File: src/rtl/hazard_unit.sv
// Pipeline hazard detection: load-use stall, taken-branch flush and data-memory
// freeze, driven by a shadow copy of the EX/MEM destination/control state.
module hazard_unit #(
  parameter int unsigned CNT_W  = 16,
  parameter int unsigned REG_AW = 5
) (
  input  logic              clk,
  input  logic              rst,
  input  logic [REG_AW-1:0] id_rs,
  input  logic [REG_AW-1:0] id_rt,
  input  logic              id_use_rs,
  input  logic              id_use_rt,
  input  logic [REG_AW-1:0] id_dest,
  input  logic              id_reg_write,
  input  logic              id_mem_read,
  input  logic              id_mem_write,
  input  logic              branch_taken3,
  input  logic              dmem_ready,
  output logic              pc_write,
  output logic              ifid_write,
  output logic              ifid_flush,
  output logic              idex_flush,
  output logic              exmem_flush,
  output logic              pipe_freeze,
  output logic              dmem_req,
  output logic [CNT_W-1:0]  stall_cnt,
  output logic [CNT_W-1:0]  flush_cnt
);

  typedef struct packed {
    logic              valid;
    logic [REG_AW-1:0] dest;
    logic              reg_write;
    logic              mem_read;
    logic              mem_write;
  } entry_t;

  entry_t ex_q, mem_q;
  logic   freeze, flush, lu_stall, rs_hit, rt_hit;

  // MEM-stage destination/reg_write are tracked for completeness but not consumed here.
  logic unused_shadow;
  assign unused_shadow = ^{mem_q.dest, mem_q.reg_write};

  always_comb begin
    dmem_req = mem_q.valid & (mem_q.mem_read | mem_q.mem_write);
    freeze   = dmem_req & ~dmem_ready;
    flush    = branch_taken3 & ~freeze;
    rs_hit   = id_use_rs && (id_rs == ex_q.dest);
    rt_hit   = id_use_rt && (id_rt == ex_q.dest);
    lu_stall = ex_q.valid & ex_q.mem_read & (ex_q.dest != '0) &
               (rs_hit | rt_hit) & ~flush & ~freeze;

    pc_write    = 1'b1;
    ifid_write  = 1'b1;
    ifid_flush  = 1'b0;
    idex_flush  = 1'b0;
    exmem_flush = 1'b0;
    pipe_freeze = 1'b0;
    if (freeze) begin
      pipe_freeze = 1'b1;
      pc_write    = 1'b0;
      ifid_write  = 1'b0;
    end else if (flush) begin
      ifid_flush  = 1'b1;
      idex_flush  = 1'b1;
      exmem_flush = 1'b1;
    end else if (lu_stall) begin
      pc_write    = 1'b0;
      ifid_write  = 1'b0;
      idex_flush  = 1'b1;
    end
  end

  always_ff @(posedge clk) begin
    if (rst) begin
      ex_q      <= '0;
      mem_q     <= '0;
      stall_cnt <= '0;
      flush_cnt <= '0;
    end else begin
      if (freeze) begin
        ex_q  <= ex_q;
        mem_q <= mem_q;
      end else if (flush) begin
        ex_q  <= '0;
        mem_q <= '0;
      end else if (lu_stall) begin
        mem_q <= ex_q;
        ex_q  <= '0;
      end else begin
        mem_q <= ex_q;
        ex_q  <= '{1'b1, id_dest, id_reg_write, id_mem_read, id_mem_write};
      end
      if ((freeze || lu_stall) && stall_cnt != '1)
        stall_cnt <= stall_cnt + CNT_W'(1);
      if (flush && flush_cnt != '1)
        flush_cnt <= flush_cnt + CNT_W'(1);
    end
  end

endmodule

File: config.mk
export PLATFORM = sky130hd
export DESIGN_NAME = hazard_unit
export DESIGN_NICKNAME = d
export VERILOG_FILES = /design/src/rtl/hazard_unit.sv
export SDC_FILE = /design/constraint.sdc
export NUM_CORES = 1
export LEC_CHECK = 0
export ABC_AREA = 1
export CAP_MARGIN = 20
export CORE_ASPECT_RATIO = 1.75
export CORE_MARGIN = 2
export CORE_UTILIZATION = 50
export CTS_CLUSTER_SIZE = 40
export DETAILED_ROUTE_END_ITERATION = 8
export GPL_ROUTABILITY_DRIVEN = 0
export PLACE_DENSITY = 0.87
export SLEW_MARGIN = 20
export SYNTH_ARGS = -nofsm -noshare
export SYNTH_HDL_FRONTEND = slang
export SYNTH_SLANG_ARGS = --single-unit
File: constraint.sdc
create_clock -name clk -period 2.2 [get_ports clk]
set_input_delay 0.44 -clock clk [delete_from_list [all_inputs] [get_ports clk]]
set_output_delay 0.44 -clock clk [all_outputs]
set_load 0.01 [all_outputs]
* Word level (Yosys, flattened, before mapping)
Cells that the tools add are included.
** Word-level totals
- Input bits :: 24
- Logic and storage cells :: 47
- Output and inout bits :: 39
- Flip-flop bits (word level) :: 44
** Operators by class
- Reduce and logical (&&, ||, !) cells :: 6
- Add/subtract/negate cells :: 2
- Muxes and demuxes :: 12
- Bitwise gates (word level) :: 13
- Equal/unequal tests :: 4
** Operator list (number)
- adder 16 x 1 -> 16 bit (second input constant) :: 2
- inequality test 16 bit (second input constant) :: 2
- 2-to-1 mux 9 bit :: 3
- == test 5 bit :: 2
- 2-to-1 mux 1 bit :: 9
- AND 1 bit :: 8
- nonzero test 5 bit :: 1
- logical AND 1 bit :: 4
- inverter 1 bit :: 3
- OR 1 bit :: 2
- logical OR 1 bit :: 1

* Depth between registers and ports, before layout
- Word-level depth :: 11
- Mapped depth :: 12

* Least setup slack after synthesis
No wires, ideal clock.
- Path kind :: in2out
- From :: input dmem_ready
- To :: output pc_write
- Data required time :: 1760 ps
- Stages :: 9
- Arrival :: 1446 ps
- Slack :: 314 ps
- Cells stage by stage :: nand3b_4 > nand2_2 > inv_2 > nor2_4 > nand2_4 > nand2_8 > buf_12 > inv_1 > buf_4
** On the way
- Cells in the longest elaborated chain, start to end :: 10
** RTL lines
- start: declaration :: line 18 : input logic dmem_ready,
- inverter 1 bit (*) :: line 47 : freeze = dmem_req & ~dmem_ready;
- AND 1 bit (*) :: line 47
- inverter 1 bit :: line 48, 52
- AND 1 bit :: line 48 : flush = branch_taken3 & ~freeze;
- inverter 1 bit :: line 52 : (rs_hit | rt_hit) & ~flush & ~freeze;
- AND 1 bit (2 in a row) :: line 52
- 2-to-1 mux 1 bit (2 in a row)
- 2-to-1 mux 1 bit (*)
- end: declaration :: line 19 : output logic pc_write,
Mark *: on every way between the ends. The rest lies on a longest branch, timed or not.

* Final worst setup path
- From :: input id_rs[3]
- To :: output ifid_write
** On the way
- Cells in the longest elaborated chain, start to end :: 9
** RTL lines
- start: declaration :: line 9 : input logic [REG_AW-1:0] id_rs,
- == test 5 bit :: line 49 : rs_hit = id_use_rs && (id_rs == ex_q.dest);
- logical AND 1 bit :: line 49
- OR 1 bit :: line 52
- AND 1 bit :: line 51 : lu_stall = ex_q.valid & ex_q.mem_read & (ex_q.dest != '0) &
- AND 1 bit (2 in a row) :: line 52
- 2-to-1 mux 1 bit :: line 68 : end else if (lu_stall) begin
- 2-to-1 mux 1 bit :: line 64 : end else if (flush) begin
- 2-to-1 mux 1 bit :: line 60 : if (freeze) begin
- end: declaration :: line 20 : output logic ifid_write,
Every way passes these cells.

==> flow_metrics.py <==
metrics = {
    "timing": {
        "hold_violations": 0,
        "worstMarginPinSlew_ns": 0.384,
        "clock.fmax_mhz": 468,
        "setup-violations-final": 0,
        "skew_ns": 0.00955,
        "max_slew_margin": 0.741,
        "rsz0062_at_grt": "false",
        "post-route-min-period_ns": 2.14,
        "drv_slew": 0,
        "period_share": 0.972,
    },
    "power": {
        "p_int_mw": 1.23,
        "power_density_nw_per_um2": 456,
        "clkPwrFrac": 0.400,
        "p_sw_mw": 0.347,
        "power.share.sequential": 0.507,
        "combPwrFrac": 0.093,
        "irDropWorstVdd_uv": 489,
        "leakage_nw": 1.43,
        "power_mw": 1.58,
        "swShare": 0.220,
    },
    "yosys": {
        "synth_edf_count": 0,
        "synth_common_cells": "86 x nand2_1, 43 x dfxtp_1, 37 x inv_1, 36 x nor2_1, 28 x nand3_1",
        "ys_types": 35,
        "synth.net_count": 395,
        "synth_flop_cell": "dfxtp_1",
        "yosys_register_bits": 43,
        "seq_area_frac_synth": 0.331,
        "synthesis.area_sq_um": 2600,
        "syn_avg_cell_area_sq_um": 7.05,
        "yosysTopAreaCell": "dfxtp_1",
        "synth.area.top_cells": "dfxtp_1 33%, nand2_1 12%, nand3_1 5.4%",
        "ys_warn_count": 0,
        "async_flop_share": 0,
        "synthCells": 369,
        "synth_top_area_frac": 0.331,
        "synth.most_common_cell": "nand2_1",
    },
    "critical_path": {
        "cp_max_fo": 7,
        "crit_arrival_ns": 1.70,
        "worstPathRequired_ns": 1.76,
        "startpoint_type": "primary input",
        "cp-end-kind": "output port",
        "critPathKind": "primary input to output port",
    },
    "route": {
        "drtIter0Drc": 74,
        "routedWlPerCell_microns": 13.2,
        "dr.pass1.iters": 4,
        "drc": 0,
        "dr_total_vias": 2601,
        "wl_mm": 6.54,
        "postRouteAntennaNets": 0,
        "vias_per_cell": 5.24,
    },
    "global_routing": {
        "grt_pass1_vias": 2563,
        "overflow": 0,
        "grt_usage": 0.234,
        "grt_pass1_wl_mm": 10.7,
        "use_met2": 0.457,
        "gr-usage-met1": 0.228,
        "grt_max_degree": 19,
        "busiest_layer": "met2",
        "met3_usage": 0.0351,
        "antenna_found_initial": 0,
    },
    "die": {
        "die_h_microns": 99.4,
        "dieArea_sq_um": 5820,
        "core_sq_um": 4980,
        "io_pins": 63,
        "fp-row-count": 34,
        "die_w_microns": 58.5,
        "start_util": 0.523,
    },
    "final_layout": {
        "multiInputGateArea_sq_um": 1510,
        "drive_above_1_share": 0.188,
        "final_cells": 496,
        "diodes": 0,
        "area_growth_syn_to_layout_pct": 33.0,
        "fillers": 418,
        "nNetsFinal": 467,
        "register_area_sq_um": 861,
    },
    "cts": {
        "cts_max_level": 2,
        "root_buffer": "clkbuf_8",
        "clkLatencyLatePin_ns": 0.29,
        "numCtsBuffers": 5,
        "clkTransAtPathRegs_ns": 0.08,
        "clock_sinks": 43,
        "hold_buffers": 0,
        "cts_tree": "done",
        "ctsLongestPathBuffers": 2,
    },
    "outcome": {
        "status": "finished, final reports clean",
    },
    "placed_design": {
        "portBuffers": 61,
        "dp.cells": 487,
        "post-dp-hpwl_mm": 4.99,
    },
    "hold_path": {
        "hp-class": "register to register",
    },
    "run": {
        "cap_violations": 0,
    },
}
power by group through the flow:
stage                     clock network [mW]  logic (mW)  registers (mW)
after floorplan                            0      0.0667           0.817
after global placement                     0       0.144           0.817
after detailed placement                   0       0.147           0.818
after CTS                              0.652       0.147           0.799
after global routing                   0.675       0.161           0.802
final                                  0.632       0.147           0.799
path summary, 6_finish.rpt:
path	from	endpoint	slack [ns]	depth (start not counted)
min	ex_q[0]	ex_q[0]	0.47	2
min reg2reg	ex_q[0]	ex_q[0]	0.47	2
max reg2reg	flush_cnt[0]	flush_cnt[7]	0.26	9
max	id_rs[3]	ifid_write	0.06	11
routing by layer:
layer,share of wire,wire length [microns]
met2,0.56,3670
met5,0,0
met3,0.033,218
met1,0.38,2500
met4,0.022,146
critical path, cell delays in order:
cell and delay, ns:
clkdlybuf4s50_1 0.43, nand2_1 0.07, nand2_1 0.06, nor2_2 0.11
nand3_2 0.09, nand2_2 0.09, nand2_4 0.06, buf_8 0.13
nand2_8 0.05, inv_1 0.04, buf_2 0.13
kinds of logic after synthesis:
logic type	after synthesis	synth area share
compound gates	52	0.116
xor+xnor	15	0.0505
simple gates	201	0.396
fa+ha+maj	2	0.00961
buf+inv	56	0.0971
flops	43	0.331
what timing repair did:
item / in CTS / in global routing
gates resized for setup: 20 / 14
buffers inserted: 0 / 1
gates cloned: 0 / 0
endpoints found under the setup margin: 6 / 17
pin swaps: 2 / 10
flip-flops by register name, indices dropped and copies added, names as in the netlist:
| name | count |
|---|---|
| mem_q | 3 |
| ex_q | 8 |
| stall_cnt | 16 |
| flush_cnt | 16 |
placed cells by master, fill, tap and decap left out, types with 4 or more instances in the layout:
cell type and count:
nor3_1 4, dfxtp_1 43, a21oi_2 10, nand2_1 84
nand4_1 10, inv_1 37, nand2_2 16, inv_2 6
buf_4 15, xor2_1 9, xnor2_1 6, nand3_2 9
a21oi_1 27, nor2_1 33, nand3_1 27, clkdlybuf4s50_1 47
dlymetal6s2s_1 8, o21ai_0 10, clkbuf_8 6
through the flow:
stage | TNS [ns] | hold WS [ns] | utilization | area [sq um] | setup slack [ns]
6_report | 0 | 0.471 | 0.696 | 3460 | 0.0624
5_1_grt | 0 | 0.508 | 0.696 | 3460 | 0.00214
4_1_cts | -0.0393 | 0.470 | 0.687 | 3420 | -0.0201
3_5_place_dp | -4.88 | 0.459 | 0.664 | 3310 | -0.464
3_3_place_gp | -4.25 | 0.454 | 0.664 | 3310 | -0.419
2_1_floorplan | 0 | 0.446 | - | 2600 | 0.314
cell type report:
type,count,area share
multi-input cells,270,0.436
flip-flops and latches,43,0.249
repair buffers,77,0.214
inverters,44,0.0477
clock buffers,6,0.0239
well taps,54,0.0195
clock inverters,2,0.0101
(Power assumes the default switching activity.)
